`src/rtl/jtroadf_arb_pkg.sv`:
```
// Shared definitions for the Road Fighter SDRAM read arbiter: slot indices,
// FSM state encoding and the fixed grant priority order.
package jtroadf_arb_pkg;

  localparam int unsigned NSLOT = 5;

  typedef logic [2:0] slot_t;

  localparam slot_t SLOT_SCR  = 3'd0;
  localparam slot_t SLOT_OBJ  = 3'd1;
  localparam slot_t SLOT_PCM  = 3'd2;
  localparam slot_t SLOT_SND  = 3'd3;
  localparam slot_t SLOT_MAIN = 3'd4;

  typedef enum logic [1:0] {
    ST_IDLE,
    ST_REQ,
    ST_WAIT
  } arb_state_t;

  // Highest priority first
  localparam slot_t PRIO [NSLOT] = '{SLOT_MAIN, SLOT_SND, SLOT_OBJ, SLOT_PCM, SLOT_SCR};

endpackage

```
`src/rtl/jtroadf_arb_slot.sv`:
```
// One-entry read cache for a single ROM consumer: hit compare, byte select
// and SDRAM word-address generation.
module jtroadf_arb_slot #(
  parameter int unsigned AW     = 16,
  parameter int unsigned DW     = 8,
  parameter logic [21:0] OFFSET = '0
) (
  input  logic          clk,
  input  logic          rst,
  input  logic          downloading,
  input  logic          cs,
  input  logic [AW-1:0] addr,
  input  logic          grant,
  input  logic          busy,
  input  logic          wr_lo,
  input  logic          wr_hi,
  input  logic          fill,
  input  logic [15:0]   din,
  output logic [DW-1:0] dout,
  output logic          ok,
  output logic          pending,
  output logic [21:0]   word_addr
);

  // Byte-wide slots share one 16-bit word between two byte addresses
  localparam logic [AW-1:0] CMP_MASK = (DW == 32) ? {AW{1'b1}} : {{(AW-1){1'b1}}, 1'b0};

  logic          valid;
  logic [AW-1:0] tag;
  logic [AW-1:0] pend_tag;
  logic [15:0]   data_lo;
  logic [21:0]   raw_addr;
  logic          match;

  assign match    = ((addr ^ tag) & CMP_MASK) == '0;
  assign ok       = cs & valid & match & ~downloading;
  assign pending  = cs & ~ok & ~busy;
  assign raw_addr = OFFSET + 22'(addr[AW-1:1]);
  assign word_addr = (DW == 32) ? (raw_addr & ~22'd1) : raw_addr;

  always_ff @(posedge clk) begin
    if (!rst) begin
      valid    <= 1'b0;
      tag      <= '0;
      pend_tag <= '0;
      data_lo  <= '0;
    end else begin
      if (grant) pend_tag <= addr;
      if (wr_lo) data_lo  <= din;
      if (fill) begin
        tag   <= pend_tag;
        valid <= 1'b1;
      end
      if (downloading) valid <= 1'b0;
    end
  end

  if (DW == 32) begin : g_wide
    logic [15:0] data_hi;
    always_ff @(posedge clk) begin
      if (!rst)       data_hi <= '0;
      else if (wr_hi) data_hi <= din;
    end
    assign dout = {data_hi, data_lo};
  end else begin : g_byte
    logic unused_hi;
    assign unused_hi = wr_hi;
    assign dout = addr[0] ? data_lo[15:8] : data_lo[7:0];
  end

endmodule

```
`src/rtl/jtroadf_sdram_arb.sv`:
```
// Fixed-priority arbiter sharing the SDRAM read port among the five Road
// Fighter ROM consumers, each fronted by a one-entry cache.
module jtroadf_sdram_arb
  import jtroadf_arb_pkg::*;
#(
  parameter logic [21:0] SCR_OFFSET  = 22'h0,
  parameter logic [21:0] OBJ_OFFSET  = 22'h0,
  parameter logic [21:0] PCM_OFFSET  = 22'h0,
  parameter logic [21:0] SND_OFFSET  = 22'h0,
  parameter logic [21:0] MAIN_OFFSET = 22'h0
) (
  input  logic        clk,
  input  logic        rst,
  input  logic        downloading,
  input  logic        scr_cs,
  input  logic        obj_cs,
  input  logic        pcm_cs,
  input  logic        snd_cs,
  input  logic        main_cs,
  input  logic [14:0] scr_addr,
  input  logic [14:0] obj_addr,
  input  logic [15:0] pcm_addr,
  input  logic [12:0] snd_addr,
  input  logic [15:0] main_addr,
  output logic [31:0] scr_dout,
  output logic [31:0] obj_dout,
  output logic [7:0]  pcm_dout,
  output logic [7:0]  snd_dout,
  output logic [7:0]  main_dout,
  output logic        scr_ok,
  output logic        obj_ok,
  output logic        pcm_ok,
  output logic        snd_ok,
  output logic        main_ok,
  output logic        sdram_req,
  output logic [21:0] sdram_addr,
  input  logic        sdram_ack,
  input  logic        data_dst,
  input  logic        data_rdy,
  input  logic [15:0] data_read
);

  arb_state_t       state, state_nxt;
  slot_t            sel, pick;
  logic             second, start, wr_lo, wr_hi, fill;
  logic [NSLOT-1:0] pending, grant, busy, slot_lo, slot_hi, slot_fill;
  logic [21:0]      word_addr [NSLOT];

  // Lowest priority first so the highest pending slot wins the last write
  always_comb begin
    pick = SLOT_SCR;
    for (int unsigned k = 0; k < NSLOT; k++) begin
      if (pending[PRIO[NSLOT-1-k]]) pick = PRIO[NSLOT-1-k];
    end
  end

  always_ff @(posedge clk) begin
    if (!rst) state <= ST_IDLE;
    else      state <= state_nxt;
  end

  always_comb begin
    state_nxt = state;
    case (state)
      ST_IDLE: if (!downloading && (|pending)) state_nxt = ST_REQ;
      ST_REQ:  if (sdram_ack) state_nxt = ST_WAIT;
      ST_WAIT: if (data_rdy) state_nxt = ST_IDLE;
      default: state_nxt = ST_IDLE;
    endcase
  end

  always_comb begin
    sdram_req = state == ST_REQ;
    start     = (state == ST_IDLE) && !downloading && (|pending);
    wr_lo     = (state == ST_WAIT) && data_dst && !second;
    wr_hi     = (state == ST_WAIT) && data_dst && second;
    fill      = (state == ST_WAIT) && data_rdy;
  end

  always_ff @(posedge clk) begin
    if (!rst) begin
      sel        <= SLOT_SCR;
      sdram_addr <= '0;
      second     <= 1'b0;
    end else begin
      if (start) begin
        sel        <= pick;
        sdram_addr <= word_addr[pick];
        second     <= 1'b0;
      end
      if (wr_lo) second <= 1'b1;
    end
  end

  always_comb begin
    for (int unsigned i = 0; i < NSLOT; i++) begin
      grant[i]     = start && (pick == slot_t'(i));
      busy[i]      = (state != ST_IDLE) && (sel == slot_t'(i));
      slot_lo[i]   = wr_lo && (sel == slot_t'(i));
      slot_hi[i]   = wr_hi && (sel == slot_t'(i));
      slot_fill[i] = fill && (sel == slot_t'(i));
    end
  end

  jtroadf_arb_slot #(.AW(15), .DW(32), .OFFSET(SCR_OFFSET)) u_scr (
    .clk(clk), .rst(rst), .downloading(downloading), .cs(scr_cs), .addr(scr_addr),
    .grant(grant[SLOT_SCR]), .busy(busy[SLOT_SCR]), .wr_lo(slot_lo[SLOT_SCR]),
    .wr_hi(slot_hi[SLOT_SCR]), .fill(slot_fill[SLOT_SCR]), .din(data_read),
    .dout(scr_dout), .ok(scr_ok), .pending(pending[SLOT_SCR]), .word_addr(word_addr[SLOT_SCR])
  );

  jtroadf_arb_slot #(.AW(15), .DW(32), .OFFSET(OBJ_OFFSET)) u_obj (
    .clk(clk), .rst(rst), .downloading(downloading), .cs(obj_cs), .addr(obj_addr),
    .grant(grant[SLOT_OBJ]), .busy(busy[SLOT_OBJ]), .wr_lo(slot_lo[SLOT_OBJ]),
    .wr_hi(slot_hi[SLOT_OBJ]), .fill(slot_fill[SLOT_OBJ]), .din(data_read),
    .dout(obj_dout), .ok(obj_ok), .pending(pending[SLOT_OBJ]), .word_addr(word_addr[SLOT_OBJ])
  );

  jtroadf_arb_slot #(.AW(16), .DW(8), .OFFSET(PCM_OFFSET)) u_pcm (
    .clk(clk), .rst(rst), .downloading(downloading), .cs(pcm_cs), .addr(pcm_addr),
    .grant(grant[SLOT_PCM]), .busy(busy[SLOT_PCM]), .wr_lo(slot_lo[SLOT_PCM]),
    .wr_hi(slot_hi[SLOT_PCM]), .fill(slot_fill[SLOT_PCM]), .din(data_read),
    .dout(pcm_dout), .ok(pcm_ok), .pending(pending[SLOT_PCM]), .word_addr(word_addr[SLOT_PCM])
  );

  jtroadf_arb_slot #(.AW(13), .DW(8), .OFFSET(SND_OFFSET)) u_snd (
    .clk(clk), .rst(rst), .downloading(downloading), .cs(snd_cs), .addr(snd_addr),
    .grant(grant[SLOT_SND]), .busy(busy[SLOT_SND]), .wr_lo(slot_lo[SLOT_SND]),
    .wr_hi(slot_hi[SLOT_SND]), .fill(slot_fill[SLOT_SND]), .din(data_read),
    .dout(snd_dout), .ok(snd_ok), .pending(pending[SLOT_SND]), .word_addr(word_addr[SLOT_SND])
  );

  jtroadf_arb_slot #(.AW(16), .DW(8), .OFFSET(MAIN_OFFSET)) u_main (
    .clk(clk), .rst(rst), .downloading(downloading), .cs(main_cs), .addr(main_addr),
    .grant(grant[SLOT_MAIN]), .busy(busy[SLOT_MAIN]), .wr_lo(slot_lo[SLOT_MAIN]),
    .wr_hi(slot_hi[SLOT_MAIN]), .fill(slot_fill[SLOT_MAIN]), .din(data_read),
    .dout(main_dout), .ok(main_ok), .pending(pending[SLOT_MAIN]), .word_addr(word_addr[SLOT_MAIN])
  );

endmodule

```
`config.mk`:
```
export PLATFORM = sky130hd
export DESIGN_NAME = jtroadf_sdram_arb
export DESIGN_NICKNAME = d
export VERILOG_FILES = /design/src/rtl/jtroadf_arb_pkg.sv /design/src/rtl/jtroadf_arb_slot.sv /design/src/rtl/jtroadf_sdram_arb.sv
export SDC_FILE = /design/constraint.sdc
export NUM_CORES = 1
export LEC_CHECK = 0
export CORE_MARGIN = 5
export CORE_UTILIZATION = 52
export CTS_CLUSTER_SIZE = 16
export DETAILED_ROUTE_END_ITERATION = 16
export PLACE_DENSITY = 0.87
export SYNTH_ARGS = -nofsm -noshare
export SYNTH_HDL_FRONTEND = slang
export SYNTH_SLANG_ARGS = --single-unit
```
`constraint.sdc`:
```
create_clock -name clk -period 3 [get_ports clk]
set_input_delay 0.6 -clock clk [delete_from_list [all_inputs] [get_ports clk]]
set_output_delay 0.6 -clock clk [all_outputs]
set_load 0.1 [all_outputs]
```
==> qor.csv <==
stage,metric,value,unit
run,max_capacitance_violation_count,0,
floorplanning,core_area,22500,µm²
synth,synthMostInstantiatedCell,nand2_1,
clock_tree,clock_latency,0.55,ns
layout,post_route_cells_drive_above_1_share,0.1897,
worst_setup_path,crit_path_end_kind,primary output,
power_and_ir_drop,worst_ir_drop_vdd,0.4134,mV
synth,synth_top_flop_cell,dfxtp_1,
synth,top_cells_by_area_synth,"dfxtp_1, nand2_1, a21oi_1, mux2i_1, xnor2_1",
synth,synth.mux.area_fraction,0.06866,
floorplanning,die_area,25820,µm²
floorplanning,floorplan.initialDensity,0.5248,
timing,min_period,2.924,ns
clock_tree,ctsHoldBuffers,0,
power_and_ir_drop,power.density,531.7,nW/µm²
layout,synthToLayoutAreaGrowth,35.33,%
power_and_ir_drop,p_leak,5.949,nW
clock_tree,root_buffer,clkbuf_16,
synth,yosys.area.top_type,dfxtp_1,
floorplanning,die_y,160.7,µm
synth,synth_top_cells_by_count,"nand2_1, dfxtp_1, a21oi_1",
timing,layout_worst_path_cycle_share,0.9747,
global_routing,overflow,0,
power_and_ir_drop,netSwitchingFraction,0.2587,
worst_setup_path,path_class,in2out,
floorplanning,die_x,160.7,µm
drt,drc_errors,0,
global_routing,grt_antenna_before_repair,1,
worst_setup_path,crit_path_max_fanout,4,
clock_tree,cts_buffers,28,
drt,drt_iter0_markers,1016,
drt,viasPerCell,5.737,
timing,grt_setup_unrepaired,no,
global_routing,grt_util_all_layers,0.2859,
layout,final_core_util,0.7101,
synth,netlist-cell-type-count,56,
power_and_ir_drop,seq_power_share,0.452,
worst_setup_path,worst_ep_arrival_time,2.32,ns
synth,synth-adder-area-share,0,
timing,final.setup.worst_slack,0.07584,ns
timing,timing.slew.headroom,0.3817,
power_and_ir_drop,internal-power,0.006299,W
clock_tree,ctsHtreeMaxLevel,1,
clock_tree,post_cts_buffers,0,
timing,finalMaxSlewViolations,0,
power_and_ir_drop,totalPowerFinal,0.008497,W
power_and_ir_drop,clkPwrFrac,0.423,
layout,final_net_count,1794,
synth,largest_family_of_logic_cells_by_synthesized_area,simple AND/OR/NAND/NOR gates,
drt,wire_length_per_cell,19.43,µm
synth,syn_avg_cell_area,8.287,µm²
worst_setup_path,start_kind,input pin,
run_status,run_status,"complete, no violations",
worst_hold_path,holdCritPathClass,reg2reg,
synth,yosys.area.top_type_share,0.4781,
synth,synthSimpleGateAreaFrac,0.2129,
placed_design,gp_congestion,0.9874,
drt,number_of_detailed_route_iterations_in_the_first_pass,5,
synth,yosys_register_bits,282,
placed_design,io_buffer_count,210,
drt,routed_wirelength,38.84,mm
placed_design,detailed_place_hpwl,27.20,mm
synth,synth_compound_gate_area_share,0.1439,
timing,clock.fmax,342.0,MHz
synth,yosysWarningCount,0,
global_routing,grt_pass1_wl,60.24,mm
timing,setup_violations,0,
power_and_ir_drop,net-switching-power,0.002199,W
synth,synthesized_area,11810,µm²
floorplanning,core.rowCount,55,
worst_setup_path,critical_path_required,2.40,ns
synth,synth_xor_area_frac,0.05340,
timing,worst_pin_slew,0.9264,ns
synth,async_reset_ff_frac,0,
global_routing,vias_in_the_first_global_route,11290,
clock_tree,clock_tree.buffer_depth,3,
clock_tree,tritoncts_num_sinks,282,
clock_tree,cts.clk_slew.worst_paths,0.06,ns
floorplanning,boundaryPins,218,
placed_design,dp_slack,-0.3831,ns
synth,postSynthCellCount,1425,
drt,drt.antenna.violating_nets,0,
timing,hold_viol,0,
timing,finClkSkew,0.008146,ns
synth,synth_edf_count,0,
power_and_ir_drop,combinationalPowerShare,0.125,
clock_tree,tritoncts,yes,
synth,synth_sequential_area_ratio,0.4781,
global_routing,largest_net_degree_at_the_start_of_global_routing,177,
drt,route.vias.total,11470,
==> cells in the final DEF (no fill, tap or decap), types with 5 or more instances in the layout <==
cell type          n
mux2_2            24
clkbuf_8           5
clkinv_2           6
xor2_1            30
dfxtp_1          282
buf_12            41
buf_4            185
nand2_1          393
a22o_1            11
clkbuf_1           6
clkdlybuf4s50_1  100
o21ai_0           34
nor4_1             6
clkbuf_16         28
nand4_1           14
o21ai_1            8
nor2_1            85
a21oi_1          205
xnor2_2            9
conb_1             7
nand3_1           50
nor3_1            11
a32o_1            11
o21a_1             8
xnor2_1           33
mux2i_1           54
==> state kept, by name, summed over array words and instances (netlist names), 16 cells and up <==
signal / flops
u_snd.data_lo: 16
u_pcm.data_lo: 16
u_obj.g_wide.data_hi: 16
u_main.data_lo: 16
u_scr.g_wide.data_hi: 16
u_obj.data_lo: 16
u_scr.data_lo: 16
==> area by class of cell <==
class                      count  area, µm²
clock buffer                  39      792.0
timing repair buffer         327       3219
antenna                        1      2.502
fill                        1531       6523
sequential                   282       5645
clock inverter                12      152.6
tap                          285      356.6
inverter                       4      20.02
multi-input combinational   1049       5792
==> worst max-delay path, stage by stage <==
cell and delay, ns:
clkdlybuf4s50_1 0.54, xnor2_2 0.13, nand4_1 0.21, nor4_4 0.33, buf_4 0.19, buf_4 0.14, buf_12 0.17
==> cell families (layout without fill, tap and decap cells) <==
| kind of cell | after synthesis | in the layout |
|---|---|---|
| other cells | 1 | 8 |
| buf+inv | 100 | 382 |
| simple gates | 594 | 594 |
| compound gates | 298 | 298 |
| flops | 282 | 282 |
| mux | 78 | 78 |
| xor+xnor | 72 | 72 |
==> final timing paths <==
path | start | end | slack [ns] | cells after the start
worst max-delay path | snd_addr[6] | snd_ok | 0.08 | 7
worst min-delay path | u_pcm.pend_tag[1] | u_pcm.tag[1] | 0.45 | 2
worst max register to register | state[0] | sdram_addr[2] | 0.29 | 7
worst min register to register | u_pcm.pend_tag[1] | u_pcm.tag[1] | 0.45 | 2
==> metrics by stage <==
step / hold WS (ns) / instances / setup TNS (ns) / instance area [µm²]
after CTS: 0.4488 / 1998 / 0 / 15970
after detailed placement: 0.4439 / 1947 / -13.36 / 15020
after floorplan: 0.4284 / 1431 / -12.42 / 11980
after global routing: 0.4683 / 1999 / 0 / 15980
after global placement: 0.4348 / 1947 / -6.310 / 15020
final: 0.4516 / 1999 / 0 / 15980
==> power by group through the flow <==
stage	clock, W	sequential (W)	combinational [W]
after floorplan	0	0.00406	0.000431
after global placement	0	0.00392	0.00102
after detailed placement	0	0.00393	0.00104
after CTS	0.00362	0.00384	0.00104
after global routing	0.00378	0.00385	0.00111
final	0.00359	0.00384	0.00106
==> layer usage <==
layer,global-route usage,wire (µm)
met5,0,0
met4,0.1415,2110
met3,0.04953,3187
met2,0.4699,18440
met1,0.3648,15100
==> timing repair <==
action / CTS / global route
gates cloned: 0 / 0
endpoints found under the setup margin: 2 / 2
resized for setup: 1 / 2
Note: power is estimated with default switching activity, not from simulation.
